### config.mk
export PLATFORM = sky130hd
export DESIGN_NAME = conv_result_writer
export DESIGN_NICKNAME = d
export VERILOG_FILES = /design/src/rtl/conv_result_writer.sv
export SDC_FILE = /design/constraint.sdc
export NUM_CORES = 1
export LEC_CHECK = 0
export CAP_MARGIN = 20
export CORE_AREA = 8 8 138 140
export CTS_BUF_LIST = sky130_fd_sc_hd__clkbuf_8 sky130_fd_sc_hd__clkbuf_16
export CTS_CLUSTER_SIZE = 16
export DETAILED_ROUTE_END_ITERATION = 7
export DIE_AREA = 0 0 146 148
export GPL_ROUTABILITY_DRIVEN = 0
export GPL_TIMING_DRIVEN = 1
export HOLD_SLACK_MARGIN = 0.02
export PLACE_DENSITY = 0.5
export SKIP_LAST_GASP = 1
export SLEW_MARGIN = 20
export SYNTH_ARGS = -nofsm -noshare
export SYNTH_HDL_FRONTEND = slang
export SYNTH_SLANG_ARGS = --single-unit
### constraint.sdc
create_clock -name clk -period 2.4 [get_ports clk]
set_clock_uncertainty 0.2 [all_clocks]
set_input_delay 0.48 -clock clk [delete_from_list [all_inputs] [get_ports clk]]
set_output_delay 0.48 -clock clk [all_outputs]
set_load 0.01 [all_outputs]
### src/rtl/conv_result_writer.sv
// rtl/conv_result_writer.sv - requantizes accumulator results and writes them row-major to the output feature map
module conv_result_writer #(
  parameter int DATA_IN_W  = 32,
  parameter int DATA_OUT_W = 8,
  parameter int N_ROW      = 26,
  parameter int N_COL      = 26,
  parameter int ADDR_W     = 10,
  parameter int SHIFT_W    = 5,
  parameter int RELU       = 1
) (
  input  logic                  clk,
  input  logic                  rst,
  input  logic                  start,
  input  logic [SHIFT_W-1:0]    shift,
  input  logic                  in_valid,
  input  logic [DATA_IN_W-1:0]  in_data,
  output logic                  in_ready,
  output logic                  mem_we,
  output logic [ADDR_W-1:0]     mem_addr,
  output logic [DATA_OUT_W-1:0] mem_wdata,
  output logic [ADDR_W-1:0]     row,
  output logic [ADDR_W-1:0]     col,
  output logic                  busy,
  output logic                  done
);

  typedef enum logic [1:0] {S_IDLE, S_RUN, S_DONE} state_t;

  localparam logic [ADDR_W-1:0] LAST_ROW = ADDR_W'(N_ROW - 1);
  localparam logic [ADDR_W-1:0] LAST_COL = ADDR_W'(N_COL - 1);
  localparam logic signed [DATA_IN_W-1:0] SAT_MAX = DATA_IN_W'((1 << (DATA_OUT_W - 1)) - 1);
  localparam logic signed [DATA_IN_W-1:0] SAT_MIN = DATA_IN_W'(-(1 << (DATA_OUT_W - 1)));

  state_t                  state_q, state_d;
  logic                    in_ready_q, in_ready_d;
  logic                    mem_we_q, mem_we_d;
  logic [ADDR_W-1:0]       mem_addr_q, mem_addr_d;
  logic [DATA_OUT_W-1:0]   mem_wdata_q, mem_wdata_d;
  logic [ADDR_W-1:0]       row_q, row_d;
  logic [ADDR_W-1:0]       col_q, col_d;
  logic [ADDR_W-1:0]       addr_q, addr_d;
  logic [SHIFT_W-1:0]      shift_q, shift_d;
  logic                    busy_q, busy_d;
  logic                    done_q, done_d;

  logic                    xfer;
  logic signed [DATA_IN_W-1:0] shifted;
  logic signed [DATA_IN_W-1:0] clipped;
  logic [DATA_OUT_W-1:0]   quant;

  assign xfer = in_valid && in_ready_q && (state_q == S_RUN);

  // Requantize the incoming result: arithmetic shift, optional ReLU, then saturate to the output range
  always_comb begin
    shifted = $signed(in_data) >>> shift_q;
    clipped = shifted;
    if ((RELU != 0) && (shifted < 0)) begin
      clipped = '0;
    end
    if (clipped > SAT_MAX) begin
      clipped = SAT_MAX;
    end else if (clipped < SAT_MIN) begin
      clipped = SAT_MIN;
    end
    quant = clipped[DATA_OUT_W-1:0];
  end

  // Next-state and registered-output logic; the running address replaces a row*N_COL multiply
  always_comb begin
    state_d     = state_q;
    in_ready_d  = in_ready_q;
    mem_we_d    = 1'b0;
    mem_addr_d  = mem_addr_q;
    mem_wdata_d = mem_wdata_q;
    row_d       = row_q;
    col_d       = col_q;
    addr_d      = addr_q;
    shift_d     = shift_q;
    done_d      = 1'b0;
    case (state_q)
      S_IDLE: begin
        if (start) begin
          state_d    = S_RUN;
          in_ready_d = 1'b1;
          row_d      = '0;
          col_d      = '0;
          addr_d     = '0;
          shift_d    = shift;
        end
      end
      S_RUN: begin
        if (xfer) begin
          mem_we_d    = 1'b1;
          mem_addr_d  = addr_q;
          mem_wdata_d = quant;
          addr_d      = addr_q + ADDR_W'(1);
          if (col_q == LAST_COL) begin
            col_d = '0;
            if (row_q == LAST_ROW) begin
              row_d      = '0;
              addr_d     = '0;
              state_d    = S_DONE;
              in_ready_d = 1'b0;
            end else begin
              row_d = row_q + ADDR_W'(1);
            end
          end else begin
            col_d = col_q + ADDR_W'(1);
          end
        end
      end
      S_DONE: begin
        state_d = S_IDLE;
        done_d  = 1'b1;
      end
      default: begin
        state_d    = S_IDLE;
        in_ready_d = 1'b0;
      end
    endcase
    busy_d = (state_d != S_IDLE);
  end

  // State and output registers; reset aborts any frame in progress
  always_ff @(posedge clk or posedge rst) begin
    if (rst) begin
      state_q     <= S_IDLE;
      in_ready_q  <= 1'b0;
      mem_we_q    <= 1'b0;
      mem_addr_q  <= '0;
      mem_wdata_q <= '0;
      row_q       <= '0;
      col_q       <= '0;
      addr_q      <= '0;
      shift_q     <= '0;
      busy_q      <= 1'b0;
      done_q      <= 1'b0;
    end else begin
      state_q     <= state_d;
      in_ready_q  <= in_ready_d;
      mem_we_q    <= mem_we_d;
      mem_addr_q  <= mem_addr_d;
      mem_wdata_q <= mem_wdata_d;
      row_q       <= row_d;
      col_q       <= col_d;
      addr_q      <= addr_d;
      shift_q     <= shift_d;
      busy_q      <= busy_d;
      done_q      <= done_d;
    end
  end

  assign in_ready  = in_ready_q;
  assign mem_we    = mem_we_q;
  assign mem_addr  = mem_addr_q;
  assign mem_wdata = mem_wdata_q;
  assign row       = row_q;
  assign col       = col_q;
  assign busy      = busy_q;
  assign done      = done_q;

endmodule

# After elaboration in Yosys (flattened, before gate mapping)
# Index checks and enable logic that the tools add are counted.
# Widths: inputs -> output; s select.
word_totals:
  register_bits: 59
  in_bits: 41
  wordCells: 65
  out_inout_bits: 42
op_classes:
  add_sub_neg: 3
  mux: 28
  bitwise: 1
  eq_ne: 8
  n_reduce_logical: 10
  n_shift: 1
  order_cmp: 3
op_table:
  columns: ["operator", "count"]
  rows:
  - ["$mux 10", 9]
  - ["$pmux 10 s2", 3]
  - ["$gt 32x8->1 const B", 1]
  - ["$lt 32x1->1 const B", 1]
  - ["$lt 32x8->1 const B", 1]
  - ["$mux 32", 1]
  - ["$sshr 32x5->32", 1]
  - ["$add 10x1->10 const B", 3]
  - ["$eq 10x5->1 const B", 2]
  - ["$mux 8", 2]
  - ["$mux 2", 4]
  - ["$mux 1", 7]
  - ["$reduce_and 5->1", 1]
  - ["$ne 2x1->1 const B", 2]
  - ["$ne 2x2->1 const B", 2]
  - ["$pmux 2 s2", 1]
  - ["$reduce_and 2->1", 2]
  - ["$reduce_and 4->1", 1]
  - ["$reduce_bool 2->1", 2]
  - ["$pmux 1 s3", 1]
  - ["$reduce_and 3->1", 1]
  - ["$eq 2x1->1 const B", 1]
  - ["$eq 2x2->1 const B", 1]
  - ["$logic_and 1x1->1", 2]
  - ["other kinds (2)", 2]

# Depth between registers and ports, before layout
depth:
  word_depth: 6
  depth_mapped: 11

# Least setup slack after synthesis
# OpenSTA, ideal clock, no wires.
synth_timing:
  kind: "flip-flop to flip-flop"
  from: "register shift_q[1]"
  to: "register mem_wdata_q[0], in the netlist mem_wdata[0]"
  setup_time_ns: 0.124
  stages_incl_launch_ff: 9
  setup_slack_ns: -0.221
  t_arrival_ns: 2.297
  path_cell_list: "dfrtp_1 buf_6 mux4_1 mux4_2 a311o_1 a31oi_1 o21ai_1 nor2_4 a21oi_1"
synth_between:
  elab_chain_cells: 6
synth_lines:
  columns: ["item", "line_no", "source"]
  rows:
  - ["from (decl)", "42", "logic [SHIFT_W-1:0] shift_q, shift_d;"]
  - ["from (signal assigned)", "147", "shift_q <= shift_d;"]
  - ["$sshr 32x5->32 (*)", "55", "shifted = $signed(in_data) >>> shift_q;"]
  - ["$lt 32x1->1", "57", "if ((RELU != 0) && (shifted < 0)) begin"]
  - ["$mux 32 (*)", "57", null]
  - ["$lt 32x8->1", "62", "end else if (clipped < SAT_MIN) begin"]
  - ["$mux 8", "62", null]
  - ["$mux 8 (*)", "60", "if (clipped > SAT_MAX) begin"]
  - ["to (signal assigned)", "143", "mem_wdata_q <= mem_wdata_d;"]
  - ["to (decl)", "38", "logic [DATA_OUT_W-1:0] mem_wdata_q, mem_wdata_d;"]
# Every way passes the cells marked *; elsewhere a longest branch is shown, timed or not.
# A chain may end at the register's enable or synchronous reset.

# Worst setup path after layout
layout_timing:
  from: "input in_data[19]"
  to: "register mem_wdata_q[6], in the netlist mem_wdata[6]"
layout_between:
  elab_chain_cells: 6
layout_lines:
  columns: ["item", "line_no", "source"]
  rows:
  - ["from (decl)", "16", "input logic [DATA_IN_W-1:0] in_data,"]
  - ["$sshr 32x5->32 (*)", "55", null]
  - ["$lt 32x1->1", "57", null]
  - ["$mux 32 (*)", "57", null]
  - ["$lt 32x8->1", "62", null]
  - ["$mux 8", "62", null]
  - ["$mux 8 (*)", "60", null]
# Marks and branches as above.

==> impl_metrics.yaml <==
worst_setup_path:
  crit_type: "in2reg"
  critical_path.startpoint_type: "input port"
  critical_path_arrival_ps: 2710
  worstPathMaxFanout: 6
  cp.required_ps: 2400
  rrSetupSlack_ps: -300
  endpoint_kind: "flop"
routing:
  drc: 0
  drtAntennaViolNets: 0
  via_per_inst: 5.055
  drt_iter0_drc: 219
  via_count: 4499
  drt-total-wl_mm: 14.35
  first_pass_iters: 5
  routedWlPerCell_um: 16.12
power_and_ir_drop:
  ir_drop_v: 0.0002893
  p_leak_nw: 2.839
  powerDensity_nw_per_um2: 635.6
  power.total_mw: 4.334
floorplanning:
  die_w_um: 146
  coreArea_um2: 16940
  die-area_um2: 21610
  die_y_um: 148
  pin_count: 83
  rows: 48
  start_util: 0.2741
yosys:
  syn-cell-area_um2: 4642
  synthFlopType: "dfrtp_1"
  synthTopCellsByArea: "dfrtp_1, mux4_2, nand2_1, o21ai_0, mux2i_1"
  synth_top_area_share: 0.3181
  ys_seq_elements: 59
  syn_area_per_cell_um2: 9.493
  yosysWarnings: 0
  synth_area_leader_cell: "dfrtp_1"
  ys_types: 56
  netlist_instances: 489
  synthArstFlopShare: 1.000
  synth_edf_count: 0
  synth.yosys.seq_area_share: 0.3181
  synth.net_count: 535
grt:
  antenna_found_initial: 0
  grt_start_max_net_pins: 26
  grt_util_all_layers: 0.1340
  grt_overflow: 0
  grt_pass1_wl_mm: 23.97
  grt_pass1_vias: 4725
clock_network:
  root_buffer: "clkbuf_16"
  clk_latency_ps: 320
  h-tree-depth: 3
  postCtsHoldBufs: 0
  cts_tree: "built"
  cts_buffers: 9
  clkSinkCount: 59
  path_clk_slew_ps: 50
  cts_buffer_depth: 2
timing:
  hold_slack_ps: 268.7
  rsz0062_at_grt: "true"
  tightest_slew_ps: 423.3
  setup_slack_ps: -315.5
  slew_violations: 0
  min_period_ps: 2716
  max_freq_ghz: 0.3683
  hold_violations: 0
  period_share: 1.131
  slew_headroom: 0.7174
  setup_violations: 7
finish:
  syn2layout_area_growth_pct: 46.90
  nets: 706
  drive_above_1_share: 0.2992
  antenna-diode-count: 0
  layout_commonest_cell: "buf_4"
  mostFrequentLayoutCells: "buf_4, nand2_1, clkdlybuf4s50_1, dfrtp_1, o21ai_0"
  finish.instance_area_um2: 6819
  fill_cells: 1702
job:
  drv_cap: 0
hold_path:
  hold_class: "reg2reg"
run_status:
  violations: "negative setup slack"
  status: "complete, but fails checks"
placed_design:
  port_buffers: 82
  postPlaceCellArea_um2: 6425
  dp_hpwl_mm: 11.50
cell families after synthesis:
logic type / count (synthesis) / synth area share
adders and majority gates: 5 / 0.01348
AOI/OAI and AO/OA: 108 / 0.1359
DFF: 59 / 0.3181
muxes: 76 / 0.2844
and+or+nand+nor: 181 / 0.1784
buffers and inverters: 48 / 0.04717
xor gates and xnor gates: 12 / 0.02264
metal layers:
metal  track usage  up-vias  routed length, um  share of wire
met1        0.1658     2184               6504           0.45
met3       0.02690       21                667          0.046
met4       0.05616        0                304          0.021
met2        0.2242      127               6872           0.48
met5             0        -                  0              0
li1              -     2167                  -              -
area by class of cell:
type                       count  area (um^2)  area share
clock inverter                 7        36.28    0.005321
timing repair buffer         191         1709      0.2506
tap                          225        281.5     0.04128
multi-input combinational    382         3024      0.4435
inverter                      17        63.81    0.009358
sequential                    59         1479      0.2169
clock buffer                   9        225.2     0.03303
state kept, by name, summed over array words and instances (netlist names):
name and count:
row 10, addr_q 10, col 10, state_q 2, done 1, mem_wdata 8
shift_q 5, in_ready 1, busy 1, mem_addr 10, mem_we 1
Yosys cell counts, types with 2 or more instances:
master / n
mux2_2: 12
inv_1: 15
dfrtp_1: 59
a311o_1: 2
xor2_1: 7
buf_1: 3
nor3_1: 9
buf_2: 12
o22ai_1: 2
and3_1: 6
a211oi_1: 4
nand3_1: 17
mux2i_1: 22
nor4b_1: 3
nor3b_1: 2
buf_4: 2
mux4_1: 5
a31oi_1: 3
a21o_1: 2
o21ai_1: 2
mux4_2: 37
clkbuf_1: 11
or3_1: 3
nand2b_1: 7
o211ai_1: 3
clkinv_1: 2
nor2_1: 42
nand2_1: 77
a21oi_1: 23
nand4_1: 6
a311oi_1: 2
ha_1: 5
o21ai_0: 52
nor2b_1: 3
buf_6: 2
xnor2_1: 5
final timing paths:
check / startpoint / endpoint / cells past startpoint
setup / recovery: in_data[19] / mem_wdata[6]$_DFFE_PP0P_ / 8
hold / removal: mem_addr[2]$_DFFE_PP0P_ / mem_addr[2]$_DFFE_PP0P_ / 2
setup reg to reg: shift_q[1]$_DFFE_PP0P_ / mem_wdata[3]$_DFFE_PP0P_ / 8
hold reg to reg: mem_addr[2]$_DFFE_PP0P_ / mem_addr[2]$_DFFE_PP0P_ / 2
max in group asynchronous: rst / mem_wdata[6]$_DFFE_PP0P_ / 3
min in group asynchronous: rst / col[5]$_DFFE_PP0P_ / 2
stage by stage:
stage	setup slack (ps)	cells	TNS (ps)	util
3_5_place_dp	-748.7	869	-6215	0.3794
4_1_cts	-310.9	890	-2124	0.3992
6_report	-315.5	890	-2164	0.4026
2_1_floorplan	-94.72	489	-663.0	-
3_3_place_gp	-719.4	869	-6251	0.3794
5_1_grt	-405.3	890	-2748	0.4026
power breakdown:
group / switching [mW] / internal [mW]
clock: 0.433 / 0.683
sequential: 0.146 / 1.15
combinational: 0.877 / 1.04
total: 1.46 / 2.88
critical path, stage by stage:
cell and delay (ps):
clkdlybuf4s50_1 420, buf_4 160, mux4_2 480, mux4_2 480
a211oi_2 290, o21a_1 190, a31o_2 160, a21oi_1 60
timing repair:
item	in CTS	in global routing
pin swaps	9	0
setup buffers	5	0
hold endpoints to repair	0	0
endpoints found under the setup margin	7	23
gates resized for setup	24	10
Note: power is estimated with default switching activity, not from simulation.
